**config.mk**
```make
export PLATFORM = sky130hd
export DESIGN_NAME = ucdp_fifo_rdstream
export DESIGN_NICKNAME = d
export VERILOG_FILES = /design/src/rtl/ucdp_fifo_pkg.sv /design/src/rtl/ucdp_fifo_rdstream.sv
export SDC_FILE = /design/constraint.sdc
export NUM_CORES = 1
export LEC_CHECK = 0
export ABC_AREA = 1
export CORE_AREA = 2 2 67 69
export DETAILED_ROUTE_END_ITERATION = 6
export DIE_AREA = 0 0 69 71
export GPL_TIMING_DRIVEN = 0
export HOLD_SLACK_MARGIN = 0.06
export SLEW_MARGIN = 20
export SYNTH_ARGS = -nofsm -noshare
export SYNTH_HDL_FRONTEND = slang
export SYNTH_SLANG_ARGS = --single-unit
```
**constraint.sdc**
```tcl
create_clock -name main_clk_i -period 1.4 [get_ports main_clk_i]
set_input_delay 0.21 -clock main_clk_i [delete_from_list [all_inputs] [get_ports main_clk_i]]
set_output_delay 0.21 -clock main_clk_i [all_outputs]
set_load 0.01 [all_outputs]
```
**src/rtl/ucdp_fifo_pkg.sv**
```systemverilog
// Shared types for the ucdp_fifo read-side adapters.
package ucdp_fifo_pkg;

    typedef enum logic [1:0] {
        EMPTY = 2'd0,
        ONE   = 2'd1,
        TWO   = 2'd2
    } ucdp_fifo_rds_state_t;

endpackage

```
**src/rtl/ucdp_fifo_rdstream.sv**
```systemverilog
// Drains a ucdp_fifo read port into a registered valid/ready stream through a
// 2-entry buffer (head drives the output, skid catches the word in flight).
module ucdp_fifo_rdstream #(
    parameter int width_p = 8
) (
    input  logic               main_clk_i,
    input  logic               main_rst_an_i,
    input  logic               fifo_empty_i,
    input  logic [width_p-1:0] fifo_data_i,
    output logic               fifo_rd_ena_o,
    input  logic               flush_i,
    output logic               out_valid_o,
    input  logic               out_ready_i,
    output logic [width_p-1:0] out_data_o,
    output logic [1:0]         level_o
);

    import ucdp_fifo_pkg::*;

    ucdp_fifo_rds_state_t state_q;
    ucdp_fifo_rds_state_t state_d;
    logic [width_p-1:0]   head_q;
    logic [width_p-1:0]   skid_q;
    logic                 fetch;
    logic                 pop;

    // Fetch never looks at out_ready_i, which keeps the FIFO side free of
    // any combinational path from the consumer.
    always_comb begin
        fetch   = ~fifo_empty_i & (state_q != TWO) & ~flush_i;
        pop     = (state_q != EMPTY) & out_ready_i;
        state_d = state_q;
        unique case (state_q)
            EMPTY: if (fetch) state_d = ONE;
            ONE: begin
                if (fetch && !pop) begin
                    state_d = TWO;
                end else if (!fetch && pop) begin
                    state_d = EMPTY;
                end
            end
            TWO: if (pop) state_d = ONE;
            default: state_d = EMPTY;
        endcase
        if (flush_i) begin
            state_d = EMPTY;
        end
    end

    always_ff @(posedge main_clk_i or negedge main_rst_an_i) begin
        if (!main_rst_an_i) begin
            state_q <= EMPTY;
        end else begin
            state_q <= state_d;
        end
    end

    // A flush only drops valid; the data registers are left untouched.
    always_ff @(posedge main_clk_i or negedge main_rst_an_i) begin
        if (!main_rst_an_i) begin
            head_q <= '0;
            skid_q <= '0;
        end else begin
            unique case (state_q)
                EMPTY: if (fetch) head_q <= fifo_data_i;
                ONE: begin
                    if (fetch && pop) begin
                        head_q <= fifo_data_i;
                    end else if (fetch) begin
                        skid_q <= fifo_data_i;
                    end
                end
                TWO: if (pop && !flush_i) head_q <= skid_q;
                default: ;
            endcase
        end
    end

    assign fifo_rd_ena_o = fetch;
    assign out_valid_o   = (state_q != EMPTY);
    assign out_data_o    = head_q;
    assign level_o       = state_q;

endmodule

```
== Word level (Yosys, flattened, before mapping) ==
Index checks and enable logic that the tools add are counted.

* Flip-flop bits (word level): 18
* Input port bits: 13
* Output and inout bits: 12
* Logic and storage cells: 41

* Eq/ne operators: 9
* Multiplexer cells: 10
* Bitwise gates (word level): 6
* Reduce and logical (&&, ||, !) cells: 13

{| class="wikitable"
|+ Operators by type and width
! operator !! count
|-
| $mux W8 || 3
|-
| $pmux W8 S3 || 1
|-
| $mux W2 || 5
|-
| $ne A2 B2 Y1 const B || 4
|-
| $ne A3 B3 Y1 const B || 2
|-
| $pmux W2 S3 || 1
|-
| $reduce_and A3 Y1 || 2
|-
| $logic_and A1 B1 Y1 || 4
|-
| $ne A4 B4 Y1 const B || 1
|-
| $reduce_and A4 Y1 || 1
|-
| $and A1 B1 Y1 || 3
|-
| $logic_not A1 Y1 || 3
|-
| $not A1 Y1 || 3
|-
| $reduce_bool A3 Y1 || 1
|-
| $eq A2 B1 Y1 const B || 1
|-
| $eq A2 B2 Y1 const B || 1
|-
| $logic_not A2 Y1 || 1
|-
| $reduce_bool A2 Y1 || 1
|}

== Depth between registers and ports, before layout ==
Gate-level depths: netlist of run 1.

* Depth after elaboration: 9
* Depth in mapped cells: 8
* Mapped depth without buffers: 8

== Worst setup path before layout of run 1 ==
Ideal clock, no wire load.

* Path type: register to register
* Start: register state_q[1], in the netlist level_o[1]
* End: register skid_q[6]
* Library setup time: 0.117 ns
* Arrival: 1.083 ns
* Data required time: 1.283 ns
* Slack: 0.200 ns
* Stages on the path, launching flop included: 7
* Buffers on the path: 2
* Period minus slack after synthesis: 1.200 ns
* Path through: dfrtp_1 > buf_6 > nor2_8 > nand3_4 > buf_6 > nand2_1 > o21ai_2

* Cells in the longest elaborated chain, start to end: 6
* Elaborated cells between the ends (all ways): 9
* Classes of those cells: eq/ne (2); bitwise (4); reduce/logical (3)

{| class="wikitable"
|+ Ends and longest elaborated chain
! what !! RTL line !! RTL
|-
| start: declaration || ucdp_fifo_rdstream.sv:20 || <nowiki>ucdp_fifo_rds_state_t state_q;</nowiki>
|-
| start signal: assignment || ucdp_fifo_rdstream.sv:54 || <nowiki>state_q <= state_d;</nowiki>
|-
| $ne A2 B2 Y1 || ucdp_fifo_rdstream.sv:30 || <nowiki>fetch = ~fifo_empty_i & (state_q != TWO) & ~flush_i;</nowiki>
|-
| $and A1 B1 Y1 (2 in a row) || ucdp_fifo_rdstream.sv:30 ||
|-
| $logic_and A1 B1 Y1 || ucdp_fifo_rdstream.sv:67 || <nowiki>if (fetch && pop) begin</nowiki>
|-
| $not A1 Y1 (no line) || n/a ||
|-
| $reduce_and A3 Y1 (no line) (*) || n/a ||
|-
| end signal: assignment || ucdp_fifo_rdstream.sv:70 || <nowiki>skid_q <= fifo_data_i;</nowiki>
|-
| end: declaration || ucdp_fifo_rdstream.sv:23 || <nowiki>logic [width_p-1:0] skid_q;</nowiki>
|}

Every way passes the cells marked *; elsewhere a longest branch is shown, timed or not.
A chain may end at the register's enable or synchronous reset.

== Worst setup path after layout of run 1 ==
* Start: register state_q[1], in the netlist level_o[1]
* End: output fifo_rd_ena_o

* Cells in the longest elaborated chain, start to end: 3

{| class="wikitable"
|+ Ends and longest elaborated chain
! what !! RTL line !! RTL
|-
| $ne A2 B2 Y1 || ucdp_fifo_rdstream.sv:30 ||
|-
| $and A1 B1 Y1 (2 in a row) || ucdp_fifo_rdstream.sv:30 ||
|-
| end: declaration || ucdp_fifo_rdstream.sv:10 || <nowiki>output logic fifo_rd_ena_o,</nowiki>
|}

Every way passes these cells.

==> impl_metrics.toml, run 1 <==
[die]
die_w_um = 69
io_pins = 25
initial_utilization = 0.241
die_h_um = 71
core_um2 = 4200
dieArea_um2 = 4900
num_rows = 24

[place]
numPortBuffers = 24
place.gp.congestion = 0.726
place_ws_ns = -0.402
hpwl_um = 1520

[synthesis]
synth_top_cell_by_area = "dfrtp_1"
synth_top_area_share = 0.445
synth_warnings = 0
synth.avg_cell_area_um2 = 8.51
yosysUniqueCellTypes = 20
synth_area_um2 = 1010
synth-seq-area-share = 0.445
netlist_instances = 119
synth_seq_cells = 18
syn_nets = 132
netlist_top_cells_area = "dfrtp_1, nand2_1, o21ai_2, nand3_1, inv_1"

[sta]
worst_pin_slew_ns = 0.781
skew_ns = 0.000878
worst_slack_ns = 0.0159
relSlewSlack = 0.477
slew_viol_final = 0
finalCritPeriodShare = 0.989
max_freq_ghz = 0.723
period_needed_ns = 1.38
rsz0062_at_grt = "true"
setup_viol = 0
hold_viol_final = 0

[clocking]
cts_tree = "built"
numCtsBuffers = 3
htreeDepth = 1
clk_pin_slew_worst_paths_ns = 0.07
cts.sinks = 18
clk_latency_ns = 0.25
clock_path_buffers = 2
cts-root-buf = "clkbuf_8"

[power_and_ir_drop]
peakVddDrop_mv = 0.301
finalPower_w = 0.00187
p_leak_nw = 0.771
powerDensity_nw_per_um2 = 1170

[critical_path]
crit_start = "level_o[1]$_DFFE_PN0P_"
r2r-start = "level_o[1]$_DFFE_PN0P_"
crit_type = "flip-flop to output port"
worstSetupStartpointType = "flip-flop"
crit_required_ns = 1.19
end_kind = "output port"
cp.arrival_ns = 1.17
path_delay_family = "buffers and inverters"
max_stage_delay_ns = 0.39
cp_cell_sequence = "buf_6 -> buf_12 -> nand2_4 -> nand2_4 -> inv_2 -> buf_6"
cp.buffers_inverters = 4
worstPathMaxFanout = 3
cp_slowest_cell = "dfrtp_1"

[routing]
drc = 0
drt_iter0_drc = 21
wl_um = 2160
vias = 867
avgViaCountPerCell = 4.13
dr.pass1.iters = 3
wire_per_inst_um = 10.3
drtAntennaViolNets = 0

[cells_and_area]
antennaDiodeCount = 0
final_layout_size_suffix_gt1_frac = 0.367
multi_input_area_um2 = 543
fin_nets = 172
nFillCells = 433
ff_latch_area_um2 = 450
syn2layout_area_growth_pct = 57.7

[min_path]
hp-class = "input port to asynchronous set/reset pin"

[global_route]
grt_usage = 0.0920
grt_pass1_wl_um = 3700
gr-total-overflow = 0
grt_max_degree = 19
antenna_found_initial = 0
grt_pass1_vias = 843

[run]
drv_cap = 0

[outcome]
outcome = "completed"
-- what timing repair did --
| item | in CTS | in global routing |
|---|---|---|
| buffers inserted | 6 | 5 |
| pin swaps | 4 | 10 |
| hold buffers | 0 | 0 |
| resized for setup | 11 | 28 |
| endpoints found under the setup margin | 3 | 22 |
-- logic make-up after synthesis --
logic type	Yosys count	synth area share
AO/OA/AOI/OAI	20	0.151
buffers and inverters	19	0.0976
AND/OR/NAND/NOR	62	0.307
flip-flops	18	0.445
-- layer usage --
layer  vias to the layer above  wire length, um  global-route usage
li1                        457                -                   -
met1                       394              954               0.116
met2                        14             1090               0.154
met3                         2               93              0.0271
met4                         0               15              0.0261
met5                         -                0                   0
-- metrics by stage --
step                      instances  setup TNS, ns   util  cell area, um2  hold WS [ns]
after global routing            210         -0.458  0.380            1600         0.480
after global placement          195          -1.55  0.313            1320         0.458
after floorplan                 119              0      -            1010       -0.0856
final                           210              0  0.380            1600         0.413
after detailed placement        195          -1.65  0.313            1320         0.460
after CTS                       205        -0.0226  0.340            1430         0.442
-- worst reg2reg max path, delay by kind of cell (launching register included) --
family / cells / cell delay [ns]
buffers and inverters: 4 / 0.50
flip-flops: 1 / 0.39
AND/OR/NAND/NOR: 6 / 0.39
-- sequential cells by signal, indices dropped and copies added, names as in the netlist --
| name | cells |
|---|---|
| out_data_o | 8 |
| level_o | 2 |
| skid_q | 8 |
-- cell usage in the layout, fill, tap and decap left out, drive strengths merged --
master / netlist / routed
dlygate4sd2: 0 / 1
dlymetal6s2s: 0 / 2
inv: 16 / 16
buf: 3 / 15
nor2: 4 / 4
a21oi: 1 / 1
nand3: 11 / 11
nand4: 1 / 1
nand2: 46 / 46
dfrtp: 18 / 18
clkbuf: 0 / 5
o21ai: 19 / 19
clkdlybuf4s50: 0 / 19
-- synthesized netlist by cell type (all sizes together) --
library cell / instances
nand4: 1
nand2: 46
inv: 16
buf: 3
a21oi: 1
dfrtp: 18
nand3: 11
o21ai: 19
nor2: 4
-- cell type report --
cell class	count	area share
Multi-Input combinational cell	82	0.340
Sequential cell	18	0.282
Inverter	16	0.0408
Clock buffer	4	0.0345
Buffer	3	0.0266
Tap cell	52	0.0408
Timing Repair Buffer	35	0.235
-- final timing paths --
kind / to / slack [ns] / cells past startpoint
max in group asynchronous: skid_q[5]$_DFFE_PN0P_ / 0.50 / 1
min in group main_clk_i: out_data_o[5]$_DFFE_PN0P_ / 0.48 / 2
setup reg to reg: level_o[0]$_DFFE_PN0P_ / 0.02 / 10
hold / removal: out_data_o[3]$_DFFE_PN0P_ / 0.41 / 1
hold reg to reg: out_data_o[5]$_DFFE_PN0P_ / 0.48 / 2
setup / recovery: fifo_rd_ena_o / 0.02 / 6
-- report_power, final --
part	switching, W	internal (W)
Sequential	0.000110	0.000675
Clock	0.000171	0.000250
Combinational	0.000302	0.000358
Total	0.000583	0.00128
Note: power is estimated with default switching activity, not from simulation.
==> inputs of run 2 (changes only) <==
Settings changed: RECOVER_POWER set to 50, SKIP_CTS_REPAIR_TIMING set to 1.
==> run 2 against run 1 <==
  * Register-to-register slack better by 0.02 ns
  * Final cell count down 3.3%
  * Largest cell class unchanged
  * The flow now finishes with violations (setup timing)
  * Die area unchanged
  * Sequential cell count unchanged
  * Critical endpoint unchanged
  * Largest power group unchanged
==> impl_metrics.toml, run 2 (synthesis results as in run 1) <==
[sta]
slew_viol_final = 0
rsz0062_at_grt = "true"
skew_ns = 0.00302
finalCritPeriodShare = 1.04
max_freq_ghz = 0.684
relSlewSlack = 0.468
worst_slack_ns = -0.0625
hold_viol_final = 0
worst_pin_slew_ns = 0.795
period_needed_ns = 1.46
setup_viol = 1

[critical_path]
crit_start = "level_o[1]$_DFFE_PN0P_"
regToRegEndpoint = "skid_q[6]$_DFFE_PN0P_"
regToRegSetupSlack_ns = 0.04
crit_end = "fifo_rd_ena_o"
r2r_cells = 7
cp.arrival_ns = 1.25
worstPathMaxFanout = 5
worstSetupStartpointType = "flip-flop"
crit_required_ns = 1.19
crit_type = "flip-flop to output port"
r2r-start = "level_o[1]$_DFFE_PN0P_"
end_kind = "output port"

[clocking]
cts-root-buf = "clkbuf_8"
clk_latency_ns = 0.25
numCtsBuffers = 3
clk_pin_slew_worst_paths_ns = 0.07
cts_tree = "built"
htreeDepth = 1
clock_path_buffers = 2
cts.sinks = 18

[die]
die_h_um = 71
core_um2 = 4200
die_w_um = 69
num_rows = 24
initial_utilization = 0.241
io_pins = 25
dieArea_um2 = 4900

[routing]
drtAntennaViolNets = 0
dr.pass1.iters = 4
drt_iter0_drc = 31
vias = 823
wl_um = 2040
avgViaCountPerCell = 4.05
wire_per_inst_um = 10.1
drc = 0

[place]
hpwl_um = 1520
dpl_cell_area_um2 = 1320
numPortBuffers = 24
place.gp.congestion = 0.726

[global_route]
grt_usage = 0.0899
grt_pass1_wl_um = 3620
grt_pass1_vias = 814
grt_max_degree = 19
antenna_found_initial = 0
gr-total-overflow = 0

[cells_and_area]
fin_nets = 165
final_layout_size_suffix_gt1_frac = 0.245
mostFrequentLayoutCells = "nand2_1, dfrtp_1, clkdlybuf4s50_1"
antennaDiodeCount = 0
syn2layout_area_growth_pct = 39.8
final_common_cell = "nand2_1"
postLayoutCellArea_um2 = 1420

[run]
drv_cap = 0

[power_and_ir_drop]
p_leak_nw = 0.732
finalPower_w = 0.00174
peakVddDrop_mv = 0.289
powerDensity_nw_per_um2 = 1230

[outcome]
failed_checks = "setup timing"
outcome = "finished with violations"

[min_path]
hp-class = "input port to flip-flop"
==> run 2: changes by cell type in the layout (fill, tap and decap cells not counted), sizes merged <==
cell,change
buf,-8
dlymetal6s2s,+3
clkdlybuf4s50,-3
dlygate4sd3,+1
clkdlybuf4s25,+1
dlygate4sd2,-1
==> run 2: worst min-delay path by stage <==
stage                                   start                         to  slack [ns]  cells past startpoint
floorplan                       main_rst_an_i     level_o[0]$_DFFE_PN0P_       -0.09                      0
global placement    out_data_o[4]$_DFFE_PN0P_  out_data_o[4]$_DFFE_PN0P_        0.46                      2
detailed placement  out_data_o[6]$_DFFE_PN0P_  out_data_o[6]$_DFFE_PN0P_        0.46                      2
CTS                             main_rst_an_i  out_data_o[3]$_DFFE_PN0P_        0.44                      1
global route                     fifo_empty_i     level_o[0]$_DFFE_PN0P_        0.37                      4
finish                           fifo_empty_i     level_o[0]$_DFFE_PN0P_        0.35                      4
==> run 2: layer usage <==
layer / vias to the layer above / track usage / share of wire
li1: 442 / - / -
met2: 20 / 0.147 / 0.48
met1: 359 / 0.115 / 0.46
met5: - / 0 / 0
met4: 0 / 0.0261 / 0.0073
met3: 2 / 0.0271 / 0.052
==> run 2: where the power goes <==
part	switching (W)	internal (W)	total (W)	leakage, nW
clock network	0.000169	0.000250	0.000419	0.0288
logic	0.000275	0.000285	0.000560	0.477
registers	0.0000870	0.000675	0.000762	0.226
total	0.000531	0.00121	0.00174	0.732
==> run 2: final cells by class <==
cell class              count  area, um2
fillers                   455       2790
multi-input cells          82        467
flip-flops and latches     18        452
repair buffers             28        278
inverters                  16       65.1
well taps                  52       65.1
clock buffers               4       55.1
plain buffers               3       33.8
==> run 2: through the flow <==
step | cells | setup WS (ns) | util | setup TNS (ns) | hold slack (ns)
after floorplan | 119 | 0.200 | - | 0 | -0.0856
after global placement | 195 | -0.399 | 0.313 | -1.55 | 0.458
after detailed placement | 195 | -0.402 | 0.313 | -1.65 | 0.460
after CTS | 199 | -0.404 | 0.326 | -0.736 | 0.442
after global routing | 203 | -0.149 | 0.337 | -0.212 | 0.372
final | 203 | -0.0625 | 0.337 | -0.0625 | 0.347
==> run 2: critical path, cell delays in order (launching register included) <==
cell and delay, ns:
dfrtp_1 0.39, buf_6 0.13, buf_4 0.14, nand2_4 0.08
nand2_1 0.09, inv_2 0.07, clkbuf_2 0.12
==> inputs of run 3 (changes only) <==
Settings changed: CORE_AREA 2 2 67 69 to 2 2 51 53, DIE_AREA 0 0 69 71 to 0 0 53 55, PLACE_DENSITY set to 0.71.
==> run 3 against run 2 <==
  * The run still ends with setup timing left
  * Non-clock buffer count shrank 2
  * Sequential power decreased by 0.7%
  * Sequential cell count stayed put
  * Total power shrank 6.5%
  * Via count up 3.4%
  * Setup slack improved by 0.017 ns
  * Cell area decreased by 4.0%
  * Wire length down 8.3%
  * Final cell count shrank 12%
  * Worst hold slack better by 0.068 ns
  * Count of clock-buffer cells in the layout did not move
==> impl_metrics.toml, run 3 (synthesis results as in run 1) <==
[die]
core_um2 = 2360
initial_utilization = 0.428
io_pins = 25
num_rows = 18
dieArea_um2 = 2920
die_w_um = 53
die_h_um = 55

[clocking]
cts_tree = "built"
clock_path_buffers = 2
clk_pin_slew_worst_paths_ns = 0.11
clk_latency_ns = 0.30
numCtsBuffers = 3
htreeDepth = 1
cts-root-buf = "clkbuf_4"
cts.sinks = 18

[routing]
drc = 0
drtAntennaViolNets = 0
wire_per_inst_um = 10.5
dr.pass1.iters = 5
avgViaCountPerCell = 4.75
vias = 851
wl_um = 1870
drt_iter0_drc = 21

[power_and_ir_drop]
powerDensity_nw_per_um2 = 1200
p_leak_nw = 0.734
peakVddDrop_mv = 0.679

[cells_and_area]
final_common_cell = "nand2_1"
final_util = 0.575
final_layout_size_suffix_gt1_frac = 0.221
mostFrequentLayoutCells = "nand2_1, dfrtp_1, inv_1"
postLayoutCellArea_um2 = 1360
syn2layout_area_growth_pct = 34.2
fin_nets = 163
antennaDiodeCount = 0

[sta]
worst_pin_slew_ns = 0.773
period_needed_ns = 1.45
relSlewSlack = 0.483
worst_slack_ns = -0.0457
rsz0062_at_grt = "true"
finalCritPeriodShare = 1.03
max_freq_ghz = 0.692
skew_ns = 0.00764
setup_viol = 1
hold_viol_final = 0
slew_viol_final = 0
fin_hold_ws_ns = 0.415

[critical_path]
cp_cell_sequence = "buf_6 -> nand2_4 -> nand2_4 -> inv_1 -> dlymetal6s2s_1"
r2r-start = "level_o[1]$_DFFE_PN0P_"
end_kind = "output port"
cp_slowest_cell = "dfrtp_1"
path_delay_family = "flip-flops"
worstSetupStartpointType = "flip-flop"
crit_type = "flip-flop to output port"
r2r_cells = 7
worst_path_most_repeated_cell = "nand2_4"
regToRegSetupSlack_ns = 0.11
regToRegEndpoint = "out_data_o[7]$_DFFE_PN0P_"
crit_required_ns = 1.19
cp.arrival_ns = 1.24
worstPathMaxFanout = 7
cp.buffers_inverters = 3
max_stage_delay_ns = 0.40

[outcome]
failed_checks = "setup timing"
outcome = "finished with violations"

[global_route]
grt_busiest_layer = "met2"
grt_max_degree = 19
grt_use_met1 = 0.193
grt_usage = 0.148
grt_pass1_wl_um = 3150
gr-total-overflow = 0
antenna_found_initial = 0
met3_usage = 0.0161
grtUsageMet2 = 0.244
grt_pass1_vias = 731

[min_path]
hp-class = "input port to asynchronous set/reset pin"

[place]
hpwl_um = 1420
place_ws_ns = -0.405
place.gp.congestion = 0.767
dpl_cell_area_um2 = 1290
numPortBuffers = 24

[run]
drv_cap = 0
[run 3: cell count changes in the layout (fill, tap and decap cells not counted), sizes merged]
cell	before	now
dlymetal6s2s	5	6
buf	7	5
clkdlybuf4s25	1	5
clkdlybuf4s50	16	11
[run 3: routing by layer]
metal | part of all wire | wire length, um
met1 | 0.46 | 861
met2 | 0.47 | 883
met5 | 0 | 0
met4 | 0.022 | 42
met3 | 0.044 | 83
[run 3: worst max path at each step]
stage | to | depth (start not counted) | from
final | fifo_rd_ena_o | 5 | level_o[1]$_DFFE_PN0P_
after detailed placement | fifo_rd_ena_o | 5 | flush_i
after global placement | fifo_rd_ena_o | 5 | flush_i
after CTS | fifo_rd_ena_o | 5 | level_o[1]$_DFFE_PN0P_
after floorplan | skid_q[6]$_DFFE_PN0P_ | 6 | level_o[1]$_DFFE_PN0P_
after global routing | fifo_rd_ena_o | 5 | level_o[1]$_DFFE_PN0P_
[run 3: area by class of cell]
| class | instances | area, um2 |
|---|---|---|
| plain buffers | 3 | 33.8 |
| fillers | 223 | 1010 |
| clock buffers | 4 | 36.3 |
| flip-flops and latches | 18 | 450 |
| inverters | 16 | 65.1 |
| multi-input cells | 82 | 470 |
| well taps | 30 | 37.5 |
| repair buffers | 26 | 265 |
[run 3: power breakdown]
group          total, W  switching (W)  internal (W)
Sequential     0.000757      0.0000847      0.000673
Combinational  0.000542       0.000279      0.000263
Clock          0.000329       0.000170      0.000159
Total           0.00163       0.000534       0.00109
[run 3: per-stage QoR]
step	instances	total power (W)	TNS (ns)
global route	179	0.00174	-0.121
global placement	173	0.00132	-1.42
detailed placement	173	0.00134	-1.61
finish	179	0.00163	-0.0457
CTS	177	0.00168	-1.11
floorplan	119	0.00109	0
